===== src/rtl/multi_wave_gen_pkg.sv =====
// Shared definitions for the multi-channel waveform generator: config select codes,
// MODE bit positions, channel sequencer states and a channel-index width helper.
package multi_wave_gen_pkg;

    localparam logic [1:0] CFG_PERIOD = 2'd0;
    localparam logic [1:0] CFG_HIGH   = 2'd1;
    localparam logic [1:0] CFG_PHASE  = 2'd2;
    localparam logic [1:0] CFG_MODE   = 2'd3;

    localparam int MODE_ONESHOT_BIT = 0;
    localparam int MODE_INVERT_BIT  = 1;

    typedef enum logic [1:0] {
        ST_IDLE = 2'd0,
        ST_RUN  = 2'd1,
        ST_DONE = 2'd2
    } chan_state_e;

    function automatic int ch_width(input int n);
        return (n <= 1) ? 1 : $clog2(n);
    endfunction

endpackage


===== src/rtl/multi_wave_gen_chan.sv =====
// One waveform channel: double-buffered config, IDLE/RUN/DONE sequencer, counter and
// registered wave/busy outputs.
module multi_wave_gen_chan
    import multi_wave_gen_pkg::*;
#(
    parameter int CNT_W       = 8,
    parameter bit REPORT_WRAP = 1'b0
) (
    input  logic             clk,
    input  logic             rst,
    input  logic             enable,
    input  logic             cfg_we,
    input  logic [1:0]       cfg_sel,
    input  logic [CNT_W-1:0] cfg_data,
    output logic             wave_o,
    output logic             busy_o,
    output logic             wrap_o
);

    logic [CNT_W-1:0] sh_period_q, sh_period_d, sh_high_q, sh_high_d, sh_phase_q, sh_phase_d;
    logic [1:0]       sh_mode_q, sh_mode_d;
    logic [CNT_W-1:0] act_period_q, act_period_d, act_high_q, act_high_d, act_phase_q, act_phase_d;
    logic [1:0]       act_mode_q, act_mode_d;
    chan_state_e      state_q, state_d;
    logic [CNT_W-1:0] cnt_q, cnt_d;
    logic             wave_q, wave_d, busy_q, busy_d;
    logic             wrap_s, load_s;

    // Shadow register writes.
    always_comb begin
        sh_period_d = sh_period_q;
        sh_high_d   = sh_high_q;
        sh_phase_d  = sh_phase_q;
        sh_mode_d   = sh_mode_q;
        if (cfg_we) begin
            case (cfg_sel)
                CFG_PERIOD: sh_period_d = cfg_data;
                CFG_HIGH:   sh_high_d   = cfg_data;
                CFG_PHASE:  sh_phase_d  = cfg_data;
                CFG_MODE:   sh_mode_d   = cfg_data[1:0];
                default:    sh_mode_d   = sh_mode_q;
            endcase
        end else begin
            sh_mode_d = sh_mode_q;
        end
    end

    // Active set follows the shadow (including a same-cycle write) when idle or at wrap.
    always_comb begin
        wrap_s = (state_q == ST_RUN) && (cnt_q == (act_period_q - CNT_W'(1)));
        load_s = (state_q != ST_RUN) || wrap_s;
        if (load_s) begin
            act_period_d = sh_period_d;
            act_high_d   = sh_high_d;
            act_phase_d  = sh_phase_d;
            act_mode_d   = sh_mode_d;
        end else begin
            act_period_d = act_period_q;
            act_high_d   = act_high_q;
            act_phase_d  = act_phase_q;
            act_mode_d   = act_mode_q;
        end
    end

    // Sequencer and counter.
    always_comb begin
        state_d = state_q;
        cnt_d   = cnt_q;
        case (state_q)
            ST_IDLE: begin
                if (enable && (act_period_q != '0)) begin
                    state_d = ST_RUN;
                    cnt_d   = (act_phase_q < act_period_q) ? act_phase_q : '0;
                end else begin
                    state_d = ST_IDLE;
                    cnt_d   = '0;
                end
            end
            ST_RUN: begin
                if (!enable) begin
                    state_d = ST_IDLE;
                    cnt_d   = '0;
                end else if (wrap_s) begin
                    cnt_d = '0;
                    if (act_period_d == '0) begin
                        state_d = ST_IDLE;
                    end else if (act_mode_q[MODE_ONESHOT_BIT]) begin
                        state_d = ST_DONE;
                    end else begin
                        state_d = ST_RUN;
                    end
                end else begin
                    cnt_d = cnt_q + CNT_W'(1);
                end
            end
            ST_DONE: begin
                cnt_d = '0;
                if (!enable) begin
                    state_d = ST_IDLE;
                end else begin
                    state_d = ST_DONE;
                end
            end
            default: begin
                state_d = ST_IDLE;
                cnt_d   = '0;
            end
        endcase
    end

    // Output values for the next cycle, computed from the next counter state.
    always_comb begin
        wave_d = ((state_d == ST_RUN) && (cnt_d < act_high_d)) ^ act_mode_d[MODE_INVERT_BIT];
        busy_d = (state_d == ST_RUN);
        if (REPORT_WRAP) begin
            wrap_o = wrap_s;
        end else begin
            wrap_o = 1'b0;
        end
    end

    // State registers.
    always_ff @(posedge clk) begin
        if (rst) begin
            sh_period_q  <= '0;
            sh_high_q    <= '0;
            sh_phase_q   <= '0;
            sh_mode_q    <= 2'b00;
            act_period_q <= '0;
            act_high_q   <= '0;
            act_phase_q  <= '0;
            act_mode_q   <= 2'b00;
            state_q      <= ST_IDLE;
            cnt_q        <= '0;
            wave_q       <= 1'b0;
            busy_q       <= 1'b0;
        end else begin
            sh_period_q  <= sh_period_d;
            sh_high_q    <= sh_high_d;
            sh_phase_q   <= sh_phase_d;
            sh_mode_q    <= sh_mode_d;
            act_period_q <= act_period_d;
            act_high_q   <= act_high_d;
            act_phase_q  <= act_phase_d;
            act_mode_q   <= act_mode_d;
            state_q      <= state_d;
            cnt_q        <= cnt_d;
            wave_q       <= wave_d;
            busy_q       <= busy_d;
        end
    end

    assign wave_o = wave_q;
    assign busy_o = busy_q;

endmodule


===== src/rtl/multi_wave_gen.sv =====
// Multi-channel rectangular waveform generator: decodes config writes to channels and
// registers the channel-0 wrap as sync_pulse.
module multi_wave_gen
    import multi_wave_gen_pkg::*;
#(
    parameter  int CHANNELS = 3,
    parameter  int CNT_W    = 8,
    localparam int CH_W     = ch_width(CHANNELS)
) (
    input  logic                clk,
    input  logic                rst,
    input  logic                enable,
    input  logic                cfg_we,
    input  logic [CH_W-1:0]     cfg_ch,
    input  logic [1:0]          cfg_sel,
    input  logic [CNT_W-1:0]    cfg_data,
    output logic [CHANNELS-1:0] wave_out,
    output logic [CHANNELS-1:0] busy,
    output logic                sync_pulse
);

    logic [CHANNELS-1:0] ch_we_s;
    logic [CHANNELS-1:0] wrap_s;
    logic                sync_q, sync_d;

    // Channel select; indices at or beyond CHANNELS match nothing.
    always_comb begin
        ch_we_s = '0;
        for (int i = 0; i < CHANNELS; i++) begin
            if (cfg_we && (cfg_ch == CH_W'(i))) begin
                ch_we_s[i] = 1'b1;
            end else begin
                ch_we_s[i] = 1'b0;
            end
        end
    end

    for (genvar g = 0; g < CHANNELS; g++) begin : g_chan
        multi_wave_gen_chan #(
            .CNT_W       (CNT_W),
            .REPORT_WRAP (g == 0)
        ) u_chan (
            .clk      (clk),
            .rst      (rst),
            .enable   (enable),
            .cfg_we   (ch_we_s[g]),
            .cfg_sel  (cfg_sel),
            .cfg_data (cfg_data),
            .wave_o   (wave_out[g]),
            .busy_o   (busy[g]),
            .wrap_o   (wrap_s[g])
        );
    end

    // Only channel 0 reports its wrap, so the reduction is channel 0's wrap.
    always_comb begin
        sync_d = |wrap_s;
    end

    // Sync pulse register.
    always_ff @(posedge clk) begin
        if (rst) begin
            sync_q <= 1'b0;
        end else begin
            sync_q <= sync_d;
        end
    end

    assign sync_pulse = sync_q;

endmodule


===== config.mk =====
export PLATFORM = sky130hd
export DESIGN_NAME = multi_wave_gen
export DESIGN_NICKNAME = d
export VERILOG_FILES = /design/src/rtl/multi_wave_gen_pkg.sv /design/src/rtl/multi_wave_gen_chan.sv /design/src/rtl/multi_wave_gen.sv
export SDC_FILE = /design/constraint.sdc
export NUM_CORES = 1
export LEC_CHECK = 0
export ABC_CLOCK_PERIOD_IN_PS = 7500
export CORE_MARGIN = 10
export CORE_UTILIZATION = 55
export CTS_CLUSTER_SIZE = 28
export DETAILED_ROUTE_END_ITERATION = 6
export GPL_ROUTABILITY_DRIVEN = 0
export PLACE_DENSITY = 0.77
export SETUP_SLACK_MARGIN = 0.4
export SYNTH_ARGS = -nofsm -noshare
export SYNTH_HDL_FRONTEND = slang
export SYNTH_SLANG_ARGS = --single-unit

===== constraint.sdc =====
create_clock -name clk -period 7.5 [get_ports clk]
set_clock_uncertainty 0.1 [all_clocks]
set_input_delay 2.25 -clock clk [delete_from_list [all_inputs] [get_ports clk]]
set_output_delay 2.25 -clock clk [all_outputs]
set_load 0.01 [all_outputs]

==> flow_summary.ini <==
[run_status]
outcome = completed

[logic_synthesis]
synth_flop_cell = dfxtp_1
synth_commonest_cells = dfxtp_1, nor2_1, mux2i_1, nand2_1, a211oi_1
yosysWarnings = 0
syn_area_per_cell_um2 = 8.91
synthesis.nets = 1086
yosys_register_bits = 193
synth.most_common_cell = dfxtp_1
synth.distinct_cells = 58
yosys.area.top_type_share_pct = 42.5
async_reset_ff_share_pct = 0
synth_area_mm2 = 0.00908
synthTopCellsByArea = dfxtp_1, mux2i_1, nor2_1
ys_seq_area_share_pct = 42.5
synth_edf_count = 0
syn_inst = 1019
synth_area_leader_cell = dfxtp_1

[worst_setup_path]
cp.required_ns = 7.72
arrival_ns = 6.08
ff2ff_setup_slack_ns = 2.74
cp-end-kind = flop
worstPathMaxFanout = 9
critical_path_class = in2reg
crit_path_start_kind = primary input

[pwr]
comb_power_share_pct = 23.4
vdd_drop_max_mv = 0.195
power_uw = 2760
seqPwrFrac_pct = 42.7
p_leak_uw = 0.00428
power.internal_uw = 1930
p_per_area_mw_per_mm2 = 277
pwr-share-clk_pct = 33.9
p_sw_uw = 833
swShare_pct = 30.2

[timing]
timing.fmax_mhz = 171
maxSlewViolCount = 0
fin_setup_tns_ns = 0
rsz0062_at_grt = false
worst_pin_slew_ns = 0.974
fin_ws_ns = 1.64
finalSetupViolCount = 0
finalHoldViolations = 0
period_share_pct = 78.1
fin_crit_ns = 5.86
timing.slew.headroom_pct = 34.8

[placement]
place_area_mm2 = 0.00936
numPortBuffers = 22
dpl_worst_slack_ns = 1.21
hpwl_um = 13900
placed_cells = 1202

[final_layout]
final_area_mm2 = 0.00997
diodes = 0
layout.cells.non_filler = 1234
num-nets-final = 1072
layout-drive-gt1-share_pct = 5.40
synthToLayoutAreaGrowth_pct = 9.75

[routing]
firstDrtPassIters = 7
wl_per_cell_um = 16.2
routed_via_density = 5.62
ant_nets = 0
drt_iter0_drc = 524
vias = 6933
totalWireLength_um = 20000
drc = 0

[clock_network]
ctsHoldBuffers = 0
cts_resized = 0
cts_max_level = 4
clockBufferDepth = 2
cts-root-buf = clkbuf_16
clk-insertion-delay-late_ns = 0.42
cts_sinks = 193
clk_pin_slew_ns = 0.07
post_cts_buffers = 0
cts_buffers = 17
tritoncts = yes

[floorplanning]
core_area_mm2 = 0.0161
std_cell_rows = 46
initial_core_util_pct = 56.6
die_y_um = 148
die_area_mm2 = 0.0221
io_pins = 23
die_w_um = 148

[grt]
met1_usage_pct = 24.1
grt_pass1_vias = 6571
overflow = 0
grt_use_met2_pct = 29.1
global_route.usage.met3_pct = 3.79
grt_usage_pct = 18.3
antenna_found_initial = 0
grt_max_degree = 140
busiest_layer = met2
grt_pass1_wl_um = 33000

[flow_run]
drv_cap = 0

[worst_hold_path]
hold_class = reg2reg
-- through the flow --
stage	hold slack [ns]	util (%)
3_3_place_gp	0.362	58.3
2_1_floorplan	0.351	-
4_1_cts	0.394	62.1
3_5_place_dp	0.377	58.3
5_1_grt	0.409	62.1
6_report	0.389	62.1
-- kinds of logic after synthesis --
kind of cell	after synthesis	share of synthesized area, %
AO/OA/AOI/OAI	174	13.2
multiplexers	84	9.38
buffers and inverters	99	4.60
adder cells (fa/ha/maj)	51	7.03
XOR/XNOR	45	4.34
flip-flops	193	42.5
AND/OR/NAND/NOR	373	18.9
-- final timing paths --
check,start,end,depth (start not counted)
worst max-delay path,enable,g_chan[2].u_chan.wave_o,13
worst min-delay path,g_chan[1].u_chan.sh_high_q[3],g_chan[1].u_chan.sh_high_q[3],2
worst max register to register,g_chan[0].u_chan.act_period_q[0],g_chan[0].u_chan.wave_o,16
worst min register to register,g_chan[1].u_chan.sh_high_q[3],g_chan[1].u_chan.sh_high_q[3],2
-- sequential cells by signal (all words and copies together), names as in the netlist --
signal and cells:
g_chan.u_chan.act_high_q 24, g_chan.u_chan.act_mode_q 6, g_chan.u_chan.act_period_q 24, g_chan.u_chan.act_phase_q 24
g_chan.u_chan.busy_o 3, g_chan.u_chan.cnt_q 24, g_chan.u_chan.sh_high_q 24, g_chan.u_chan.sh_mode_q 6
g_chan.u_chan.sh_period_q 24, g_chan.u_chan.sh_phase_q 24, g_chan.u_chan.state_q 6, g_chan.u_chan.wave_o 3
sync_pulse 1
-- per-layer routing --
metal  routed length [µm]  vias to the layer above
li1                     -                     3505
met1                 9570                     3269
met2                 9250                      128
met3                  786                       31
met4                  414                        0
met5                    0                        -
-- layout by cell type, fill, tap and decap left out, types with 3 or more instances in the layout --
cell / n
nand2b_1: 12
a211oi_1: 56
nor3_1: 14
bufinv_16: 3
buf_4: 7
a21o_1: 11
nand4_1: 7
o31ai_1: 4
o211ai_1: 4
mux2_2: 5
nor2b_1: 35
and3_1: 5
inv_6: 3
a22o_1: 3
nand3b_1: 5
xnor2_1: 21
nand3_1: 22
nor2_1: 185
nor4_1: 14
inv_1: 37
clkbuf_16: 17
dfxtp_1: 193
a21oi_1: 18
xor2_1: 24
o21ai_0: 49
a2111oi_0: 4
or3_1: 5
nor4b_1: 3
clkdlybuf4s50_1: 21
a31o_2: 3
mux2i_1: 78
ha_1: 51
nand2_1: 57
-- final cells by class --
cell class	count	area, µm²
repair buffers	29	274
flip-flops and latches	193	3860
multi-input cells	727	4810
clock buffers	21	460
well taps	216	270
clock inverters	11	151
inverters	37	139
fillers	1342	6090
-- critical path, cell delays in order --
cell and delay (ns):
clkdlybuf4s50_1 0.69, inv_1 0.18, or3_1 0.40, a41o_1 0.22, a211oi_1 0.74, nand2_1 0.11
o21ai_0 0.15, ha_1 0.31, a21o_1 0.17, a21o_1 0.17, a211oi_1 0.25, o211ai_1 0.13
mux2_2 0.32
-- power by group through the flow --
stage	Sequential (µW)	Clock (µW)	Combinational, µW
3_3_place_gp	1200	0	626
5_1_grt	1190	989	737
6_report	1180	937	646
2_1_floorplan	1170	0	520
3_5_place_dp	1200	0	643
4_1_cts	1180	949	648
Power figures use the tool's default switching activity.
